--- src/rtl/j1_io_fabric.sv ---
// I/O interconnect between the J1 I/O port and NSLOTS 256-word peripheral pages,
// with a status page for fault capture and read/write access counters.
module j1_io_fabric #(
   parameter int          NSLOTS       = 4,
   parameter logic [7:0]  BASE_PAGE    = 8'h67,
   parameter logic [7:0]  STAT_PAGE    = 8'h7F,
   parameter logic [15:0] DEFAULT_DATA = 16'h0666,
   parameter bit          REG_RDATA    = 1'b0
) (
   input  logic                   sys_clk_i,
   input  logic                   sys_rst_i,
   input  logic                   j1_io_rd,
   input  logic                   j1_io_wr,
   input  logic [15:0]            j1_io_addr,
   input  logic [15:0]            j1_io_dout,
   input  logic [16*NSLOTS-1:0]   per_dout,
   output logic [NSLOTS-1:0]      cs,
   output logic [15:0]            j1_io_din,
   output logic                   err_irq
);

   logic [7:0]        page;
   logic [NSLOTS-1:0] cs_dec;
   logic              slot_hit;
   logic              stat_hit;
   logic              unmapped;
   logic              any_strobe;
   logic [15:0]       slot_data;
   logic [15:0]       stat_data;
   logic [15:0]       mux_data;

   logic              fault_flag;
   logic              overflow;
   logic              fault_dir;
   logic [15:0]       fault_addr;
   logic [15:0]       rd_count;
   logic [15:0]       wr_count;
   logic [15:0]       rdata_q;

   logic              unused_in;

   assign page       = j1_io_addr[15:8];
   assign any_strobe = j1_io_rd | j1_io_wr;
   assign unused_in  = ^{j1_io_dout[15:1], j1_io_addr[7:4]};

   // 9-bit compare so BASE_PAGE+k never wraps onto a low page
   always_comb begin
      cs_dec    = '0;
      slot_data = '0;
      for (int k = 0; k < NSLOTS; k++) begin
         if ({1'b0, page} == ({1'b0, BASE_PAGE} + 9'(k))) begin
            cs_dec[k] = 1'b1;
            slot_data = slot_data | per_dout[16*k +: 16];
         end
      end
   end

   assign slot_hit = |cs_dec;
   assign stat_hit = (page == STAT_PAGE);
   assign unmapped = !slot_hit && !stat_hit;
   assign cs       = cs_dec;

   always_comb begin
      stat_data = '0;
      case (j1_io_addr[3:0])
         4'd0:    stat_data = {13'd0, fault_dir, overflow, fault_flag};
         4'd1:    stat_data = fault_addr;
         4'd2:    stat_data = rd_count;
         4'd3:    stat_data = wr_count;
         default: stat_data = '0;
      endcase
   end

   always_comb begin
      mux_data = DEFAULT_DATA;
      if (slot_hit) begin
         mux_data = slot_data;
      end else if (stat_hit) begin
         mux_data = stat_data;
      end
   end

   // Status page writes and counted accesses are mutually exclusive by page
   always_ff @(posedge sys_clk_i or posedge sys_rst_i) begin
      if (sys_rst_i) begin
         fault_flag <= 1'b0;
         overflow   <= 1'b0;
         fault_dir  <= 1'b0;
         fault_addr <= '0;
         rd_count   <= '0;
         wr_count   <= '0;
      end else begin
         if (stat_hit && j1_io_wr) begin
            case (j1_io_addr[3:0])
               4'd0: begin
                  if (j1_io_dout[0]) begin
                     fault_flag <= 1'b0;
                     overflow   <= 1'b0;
                     fault_dir  <= 1'b0;
                  end
               end
               4'd2:    rd_count <= '0;
               4'd3:    wr_count <= '0;
               default: ;
            endcase
         end
         if (!stat_hit) begin
            if (j1_io_rd) begin
               rd_count <= rd_count + 16'd1;
            end
            if (j1_io_wr) begin
               wr_count <= wr_count + 16'd1;
            end
         end
         if (unmapped && any_strobe) begin
            if (!fault_flag) begin
               fault_flag <= 1'b1;
               fault_addr <= j1_io_addr;
               fault_dir  <= j1_io_wr;
            end else begin
               overflow <= 1'b1;
            end
         end
      end
   end

   always_ff @(posedge sys_clk_i or posedge sys_rst_i) begin
      if (sys_rst_i) begin
         rdata_q <= '0;
      end else if (j1_io_rd) begin
         rdata_q <= mux_data;
      end
   end

   assign j1_io_din = REG_RDATA ? rdata_q : mux_data;
   assign err_irq   = fault_flag;

endmodule

--- config.mk ---
export PLATFORM = sky130hd
export DESIGN_NAME = j1_io_fabric
export DESIGN_NICKNAME = d
export VERILOG_FILES = /design/src/rtl/j1_io_fabric.sv
export SDC_FILE = /design/constraint.sdc
export NUM_CORES = 1
export LEC_CHECK = 0
export BUFFER_PORTS_ARGS = -buffer_cell sky130_fd_sc_hd__buf_2
export CAP_MARGIN = 40
export CORE_MARGIN = 4
export CORE_UTILIZATION = 40
export CTS_CLUSTER_SIZE = 20
export DETAILED_ROUTE_END_ITERATION = 6
export GPL_TIMING_DRIVEN = 0
export PLACE_DENSITY = 0.69
export RECOVER_POWER = 100
export REMOVE_ABC_BUFFERS = 1
export SYNTH_ARGS = -nofsm -noshare
export SYNTH_HDL_FRONTEND = slang
export SYNTH_SLANG_ARGS = --single-unit
--- constraint.sdc ---
create_clock -name sys_clk_i -period 1.9 [get_ports sys_clk_i]
set_input_delay 0.19 -clock sys_clk_i [delete_from_list [all_inputs] [get_ports sys_clk_i]]
set_output_delay 0.19 -clock sys_clk_i [all_outputs]
set_load 0.05 [all_outputs]
==> results of run 1 <==
-- routing by layer --
| layer | vias up | part of all wire | GRT usage |
|---|---|---|---|
| met5 | - | 0 | 0 |
| met1 | 1809 | 0.43 | 0.291 |
| met2 | 120 | 0.50 | 0.334 |
| li1 | 1693 | - | - |
| met4 | 0 | 0.017 | 0.0388 |
| met3 | 18 | 0.048 | 0.0277 |
-- metrics by stage --
stage	power [mW]	hold WS, ns	std cells	cell area, um2	TNS [ns]
2_1_floorplan	2.31	0.318	354	3490	-10.07
3_3_place_gp	2.64	0.421	567	4150	-55.16
3_5_place_dp	2.71	0.188	572	4210	-22.39
4_1_cts	3.60	0.114	595	4540	-0.0284
5_1_grt	3.97	0.109	608	4740	-0.135
6_report	3.75	0.119	608	4740	0
-- logic make-up after synthesis --
family,Yosys count
adders and majority gates,2
DFF,51
xor gates and xnor gates,3
muxes,67
buffers and inverters,29
and+or+nand+nor,149
AOI/OAI and AO/OA,79
-- Yosys cell counts, drive strengths merged (10+ instances only) --
| library cell | n | area share |
|---|---|---|
| nand3 | 22 | 0.030 |
| o21ai | 22 | 0.030 |
| mux2 | 30 | 0.10 |
| nand4 | 17 | 0.029 |
| a22oi | 10 | 0.021 |
| nand2 | 44 | 0.046 |
| clkbuf | 16 | 0.017 |
| buf | 10 | 0.019 |
| o211ai | 11 | 0.023 |
| mux2i | 34 | 0.094 |
| dfrtp | 51 | 0.35 |
| and2 | 10 | 0.017 |
| nor2 | 20 | 0.021 |
-- layout make-up --
cell class | count | area, um2
Fill cell | 809 | 4030
Multi-Input combinational cell | 300 | 2310
Sequential cell | 51 | 1290
Timing Repair Buffer | 139 | 887
Tap cell | 108 | 135
Clock buffer | 5 | 68.8
Clock inverter | 2 | 37.5
Inverter | 3 | 11.3
-- path summary, 6_finish.rpt --
| path | start | to | slack, ns | depth (start not counted) |
|---|---|---|---|---|
| min in group asynchronous | sys_rst_i | rd_count[14] | 0.49 | 3 |
| worst max register to register | rd_count[0] | rd_count[12] | 0.21 | 5 |
| worst max-delay path | wr_count[1] | j1_io_din[1] | 0.004 | 4 |
| max in group asynchronous | sys_rst_i | rd_count[10] | 0.41 | 4 |
| worst min register to register | rd_count[15] | rd_count[15] | 0.48 | 1 |
| worst min-delay path | j1_io_addr[6] | fault_addr[6] | 0.12 | 2 |
-- power by group through the flow --
stage,Sequential (mW),Combinational [mW],Clock [mW]
2_1_floorplan,1.60,0.704,0
3_5_place_dp,1.72,0.994,0
3_3_place_gp,1.69,0.946,0
5_1_grt,1.66,1.48,0.831
4_1_cts,1.64,1.19,0.772
6_report,1.63,1.35,0.766
-- what timing repair did --
action	4_1_cts	5_1_grt
hold buffers	1	0
setup buffers	15	13
pin swaps	1	4
endpoints found under the hold margin	15	0
cloned	0	0
endpoints found under the setup margin	39	17
resized for setup	35	42
-- flip-flops by register name (all words and copies together) (netlist names) --
register    count
overflow        1
fault_dir       1
rd_count       16
wr_count       16
fault_addr     16
err_irq         1
-- worst reg2reg max path: stages, from the launching register on --
cell      delay (ns)
dfrtp_1         0.36
clkbuf_1        0.18
ha_1            0.22
nand2_1         0.19
nor4b_1         0.42
mux2i_1         0.23
-- cells in the final DEF, fill, tap and decap left out, drive strengths merged, types with 10 or more instances in the layout --
cell type	netlist	final
buf	10	136
dfrtp	51	51
nand2	44	44
mux2i	34	34
mux2	30	30
o21ai	22	22
nand3	22	22
nor2	20	20
nand4	17	17
o211ai	11	11
and2	10	10
a22oi	10	10
==> results.yml, run 1 <==
timing:
  fmax_mhz: 527
  finalSetupViolations: 0
  rsz0062_at_grt: "yes"
  setup_ws_ns: 0.00414
  min_period_ns: 1.90
  maxSlewViolCount: 0
  fin_crit_sh: 0.998
  slew_headroom: 0.489
  finClkSkew_ns: 0.0166
  tightest_slew_ns: 0.757
  hold_violations: 0
final_layout:
  nNetsFinal: 602
  num_antenna_cells: 0
  drive_gt1_frac: 0.420
  fin_util: 0.541
  areaGrowthSynthToFinish_pct: 31.1
grt:
  overflow: 0
  antenna_found_initial: 0
  grt_usage: 0.205
  grt_pass1_wl_um: 17100
  grt_pass1_vias: 3385
  grt_max_degree: 37
synth:
  ys_ff_latch: 51
  ys.flop_type: "dfrtp_1"
  synth-xor-area-share: 0.00727
  synth-compound-area-share: 0.162
  syn_area_um2: 3610
  yosysSeqAreaShare: 0.353
  syn_inst: 380
  ys_async_sr_fraction: 1.00
  ys_warn_count: 0
  synth_top_family_by_area: "simple AND/OR/NAND/NOR gates"
  synthDistinctLibCells: 49
  muxShareOfSynthArea: 0.216
  synth_fa_ha_area_frac: 0.00692
  synth-edff-count: 0
  synthSimpleGateAreaFrac: 0.217
  syn_avg_cell_area_um2: 9.51
die:
  die_w_um: 103
  pin_count: 121
  die-height_um: 103
  core_area_um2: 8760
  start_util: 0.412
  rows: 34
  die_area_um2: 10600
job:
  maxCapViolations: 0
placed_design:
  dpl.hpwl_um: 8250
  io_buffer_count: 105
  gp_congestion: 0.802
  place_ws_ns: -0.489
critical_path:
  crit_chain: "mux4_2, o211ai_1, nand4_1, buf_6"
  critical-path-top-delay-family: "multiplexers"
  cp_slowest_stage_delay_ns: 0.50
  startpoint_type: "register"
  critPathCaptureType: "primary output"
  required_ns: 1.71
  worst-path-buf-inv: 1
  crit_fanout: 3
  worstSetupPathType: "reg -> out"
  cp.arrival_ns: 1.71
  cpMaxStageDelayCell: "mux4_2"
power:
  power.density_nw_per_um2: 792
  p_int_mw: 2.50
  swShare: 0.333
  clockPowerShare: 0.204
  p_seq_frac: 0.435
  irDropWorstVdd_mv: 0.589
  power_leakage_nw: 2.12
  power_frac_comb: 0.361
  p_sw_mw: 1.25
routing:
  ant_nets: 0
  drt-total-wl_um: 11300
  drt_iter0_drc: 186
  wl_per_cell_um: 18.6
  via_count: 3640
  drc_errors: 0
  first_pass_iters: 4
  vias_per_cell: 5.99
clock_tree:
  clk_pin_slew_ns: 0.10
  ctsHtreeMaxLevel: 2
  clk_latency_ns: 0.31
  numCtsBuffers: 5
  cts_tree: "done"
  root_buffer: "clkbuf_8"
  cts.sinks: 51
  clockBufferDepth: 2
status:
  status: "completed"
worst_hold_path:
  holdCritPathClass: "in -> reg"
Power figures use the tool's default switching activity.
==> run 2, diff against run 1 <==
CTS_BUF_LIST = sky130_fd_sc_hd__clkbuf_8   (was default)
PLACE_DENSITY = 0.64   (was 0.69)
clock period = 2.1 ns   (was 1.9 ns; I/O delays follow)
==> run 2 against run 1 <==
  * Cell count shrank 4.1%
  * Power shrank 19%
  * Hold slack barely moved
  * Worst setup slack better by 0.032 ns
  * Global-route usage shrank 0.55 points
  * Core utilization fell by 4.5 points
  * First-iteration DRC count decreased by 30%
  * Count of clock-buffer cells in the layout rose by 2
  * Flip-flop and latch count stayed put
  * Register-to-register slack improved by 0.21 ns
  * Sequential share of layout area up 2.2 points
==> results.yml, run 2 (synthesis gave the netlist of run 1 again) <==
routing:
  first_pass_iters: 4
  drt-total-wl_um: 10600
  wl_per_cell_um: 18.3
  ant_nets: 0
  drt_iter0_drc: 130
  drc_errors: 0
  via_count: 3400
  vias_per_cell: 5.83
timing:
  hold_violations: 0
  slew_headroom: 0.519
  min_period_ns: 2.06
  setup_tns_ns: 0
  tightest_slew_ns: 0.715
  finClkSkew_ns: 0.00713
  fmax_mhz: 485
  fin_crit_sh: 0.983
  finalSetupViolations: 0
  maxSlewViolCount: 0
  rsz0062_at_grt: "no"
  whs_ns: 0.120
worst_hold_path:
  holdCritPathClass: "in -> reg"
  hold_start: "j1_io_addr[4]"
  whs_endpoint: "fault_addr[4]"
  hold_depth: 2
critical_path:
  cp.arrival_ns: 1.85
  critPathCaptureType: "primary output"
  cpMaxStageDelayCell: "dfrtp_1"
  critical-path-top-delay-family: "compound AO/OA/AOI/OAI gates"
  required_ns: 1.89
  r2r_end: "wr_count[9]"
  worst-path-buf-inv: 1
  startpoint_type: "register"
  r2r_setup_slack_ns: 0.42
  worstReg2RegStart: "wr_count[2]"
  r2r_cells: 4
  crit_fanout: 6
  cp_slowest_stage_delay_ns: 0.46
  worstSetupPathType: "reg -> out"
  crit_chain: "mux2_2, a22oi_1, nor2_1, a221o_1, buf_2"
final_layout:
  layout_commonest_cell: "buf_2"
  final_area_um2: 4340
  areaGrowthSynthToFinish_pct: 20.1
  layout_common_cells: "buf_2, dfrtp_1, nand2_1, mux2i_1, mux2_2"
  nNetsFinal: 576
  fin_util: 0.495
  top_regs: "fault_addr x16, rd_count x16, wr_count x16"
  num_antenna_cells: 0
  drive_gt1_frac: 0.341
power:
  power.density_nw_per_um2: 696
  irDropWorstVdd_mv: 0.377
  power_leakage_nw: 1.94
placed_design:
  gp_congestion: 0.862
  place_area_um2: 4210
  io_buffer_count: 105
  dpl.hpwl_um: 8120
clock_tree:
  root_buffer: "clkbuf_8"
  clk_latency_ns: 0.31
  numCtsBuffers: 5
  cts_tree: "done"
  clockBufferDepth: 2
  ctsHtreeMaxLevel: 2
  clk_pin_slew_ns: 0.09
  cts.sinks: 51
grt:
  grt_max_degree: 38
  grt_pass1_vias: 3229
  grt-busiest-layer: "met2"
  use_met2: 0.316
  grt_usage: 0.199
  grt_pass1_wl_um: 16500
  use_met1: 0.285
  use_met3: 0.0284
  antenna_found_initial: 0
  overflow: 0
die:
  die-height_um: 103
  core_area_um2: 8760
  die_area_um2: 10600
  die_w_um: 103
  rows: 34
  pin_count: 121
  start_util: 0.412
job:
  maxCapViolations: 0
status:
  status: "completed"
-- run 2: changes by cell type in the layout (fill, tap and decap cells not counted), sizes merged --
cell,before,now
clkinvlp,1,0
buf,136,93
clkbuf,7,26
bufinv,1,0
inv,3,4
-- run 2: cell type report --
class,count,area [um2]
tap,108,135
fill,839,4420
inverter,3,11.3
clock buffer,7,96.3
clock inverter,1,3.75
multi-input combinational,300,2210
timing repair buffer,113,612
sequential,51,1280
-- run 2: stage by stage --
stage / total power, mW / std cells / setup slack [ns]
after floorplan: 2.09 / 354 / -0.530
after global routing: 3.25 / 583 / 0.00176
after CTS: 3.08 / 581 / 0.0254
after global placement: 2.40 / 567 / -1.05
after detailed placement: 2.44 / 572 / -0.355
final: 3.02 / 583 / 0.0365
-- run 2: worst max path at each step --
stage | from | endpoint | slack (ns) | cells past startpoint
final | wr_count[11] | j1_io_din[11] | 0.04 | 5
after detailed placement | j1_io_addr[9] | j1_io_din[12] | -0.36 | 6
after floorplan | j1_io_addr[12] | j1_io_din[0] | -0.53 | 4
after global routing | rd_count[0] | j1_io_din[0] | 0.002 | 4
after CTS | j1_io_addr[12] | j1_io_din[12] | 0.03 | 6
after global placement | j1_io_addr[9] | rd_count[15] | -1.05 | 5
-- run 2: power by group --
part           leakage (nW)  switching, mW  internal [mW]
combinational          1.27          0.419          0.447
sequential            0.620          0.274           1.25
clock                0.0557          0.337          0.297
total                  1.94           1.03           1.99
-- run 2: metal layers --
layer  vias up  routed length (um)
met1      1706                4920
met2        57                5310
met4         0                 141
met3         9                 272
met5         -                   0
li1       1628                   -
-- run 2: what timing repair did --
item,in CTS,in global routing
gates resized for setup,10,7
hold endpoints to repair,14,0
hold buffers,1,0
gates cloned,0,0
endpoints found under the setup margin,18,18
buffers inserted,0,2
pin swaps,1,1
==> run 3, diff against run 2 <==
CELL_PAD_IN_SITES_DETAIL_PLACEMENT = 0   (was default)
CELL_PAD_IN_SITES_GLOBAL_PLACEMENT = 1   (was default)
CORE_UTILIZATION = 39   (was 40)
PLACE_DENSITY = 0.81   (was 0.64)
==> run 3 against run 2 <==
  * First-iteration DRC count rose by 34%
  * Flip-flop and latch count is the same
  * Count of clock-buffer cells in the layout fell by 2
  * Fmax grew 3.6%
  * Clock skew hardly changed
  * Sequential share of layout area shrank 0.19 points
  * Core utilization fell by 0.17 points
  * Critical path type unchanged
  * Critical endpoint is now j1_io_din[8]
==> results.yml, run 3 (synthesis gave the netlist of run 1 again) <==
status:
  status: "completed"
timing:
  min_period_ns: 1.99
  hold_violations: 0
  fin_crit_sh: 0.948
  finClkSkew_ns: 0.00685
  setup_ws_ns: 0.108
  slew_headroom: 0.368
  fmax_mhz: 502
  maxSlewViolCount: 0
  tightest_slew_ns: 0.947
  rsz0062_at_grt: "no"
  finalSetupViolations: 0
power:
  power.density_nw_per_um2: 733
  power_mw: 3.20
  power_leakage_nw: 1.94
  irDropWorstVdd_mv: 0.399
placed_design:
  dpl.hpwl_um: 8040
  place_ws_ns: -0.356
  gp_congestion: 0.798
  io_buffer_count: 105
  placed_cells: 572
final_layout:
  layout_commonest_cell: "buf_2"
  layout_common_cells: "buf_2, dfrtp_1, nand2_1, mux2i_1"
  num_antenna_cells: 0
  fill_cells: 878
  top_regs: "fault_addr x16, rd_count x16, wr_count x16"
  fin_cells: 582
  drive_gt1_frac: 0.333
  areaGrowthSynthToFinish_pct: 20.9
  nNetsFinal: 575
die:
  rows: 34
  core_area_um2: 8850
  die_area_um2: 10900
  die-height_um: 104
  start_util: 0.409
  die_w_um: 104
  pin_count: 121
clock_tree:
  cts_tree: "done"
  clk_pin_slew_ns: 0.10
  root_buffer: "clkbuf_8"
  numCtsBuffers: 5
  clk_latency_ns: 0.31
  ctsHtreeMaxLevel: 2
  clockBufferDepth: 2
  cts.sinks: 51
routing:
  vias_per_cell: 5.86
  via_count: 3408
  first_pass_iters: 5
  ant_nets: 0
  wl_per_cell_um: 18.1
  drt-total-wl_um: 10500
  drc_errors: 0
  drt_iter0_drc: 174
grt:
  grt_pass1_vias: 3298
  grt_max_degree: 30
  grt_pass1_wl_um: 17300
  overflow: 0
  antenna_found_initial: 0
  grt_usage: 0.194
critical_path:
  crit_fanout: 7
  startpoint_type: "register"
  cp.arrival_ns: 1.78
  required_ns: 1.89
  worstSetupPathType: "reg -> out"
  critPathCaptureType: "primary output"
worst_hold_path:
  holdCritPathClass: "in -> reg"
job:
  maxCapViolations: 0
==> run 3: path summary, 6_finish.rpt <==
check	cells past startpoint	slack, ns	to	startpoint
worst max-delay path	5	0.11	j1_io_din[8]	wr_count[8]
worst min-delay path	2	0.11	fault_addr[4]	j1_io_addr[4]
worst max register to register	4	0.44	wr_count[15]	wr_count[2]
worst min register to register	1	0.47	wr_count[15]	wr_count[15]
max in group asynchronous	4	0.78	wr_count[6]	sys_rst_i
min in group asynchronous	3	0.65	rd_count[7]	sys_rst_i
==> run 3: layout make-up <==
type                       instances  area [um2]  share of cell area
clock buffer                       5        68.8              0.0158
clock inverter                     3        67.6              0.0155
inverter                           3        11.3             0.00258
multi-input combinational        300        2200               0.503
sequential                        51        1280               0.292
tap                              108         135              0.0309
timing repair buffer             112         611               0.140
==> run 3: repair_timing <==
item	4_1_cts	5_1_grt
endpoints found under the hold margin	22	0
gates resized for setup	9	6
gates cloned	0	0
endpoints found under the setup margin	18	17
hold buffers	1	0
pin swaps	0	1
buffers inserted	0	1
==> run 3: critical path, stage by stage (launching register included) <==
cell      delay (ns)
dfrtp_1         0.46
mux2_2          0.31
a22oi_1         0.14
nor2_1          0.06
a221o_1         0.26
clkbuf_2        0.24
==> run 3: stage by stage <==
stage | utilization | setup TNS, ns | hold slack [ns] | instance area (um2)
floorplan | - | -6.07 | 0.338 | 3490
global placement | 0.469 | -39.01 | 0.443 | 4150
detailed placement | 0.476 | -11.06 | 0.282 | 4210
CTS | 0.496 | 0 | 0.111 | 4390
global route | 0.494 | 0 | 0.106 | 4370
finish | 0.494 | 0 | 0.114 | 4370
==> run 3: metal layers <==
metal,routed length (um),track usage,part of all wire
met3,399,0.0279,0.038
met5,0,0,0
met1,4570,0.262,0.43
met4,131,0.0494,0.012
met2,5430,0.325,0.52
==> run 3: power breakdown <==
| group | leakage (nW) | switching (mW) | internal, mW |
|---|---|---|---|
| sequential | 0.619 | 0.269 | 1.25 |
| clock | 0.0644 | 0.348 | 0.475 |
| combinational | 1.26 | 0.416 | 0.443 |
| total | 1.94 | 1.03 | 2.17 |
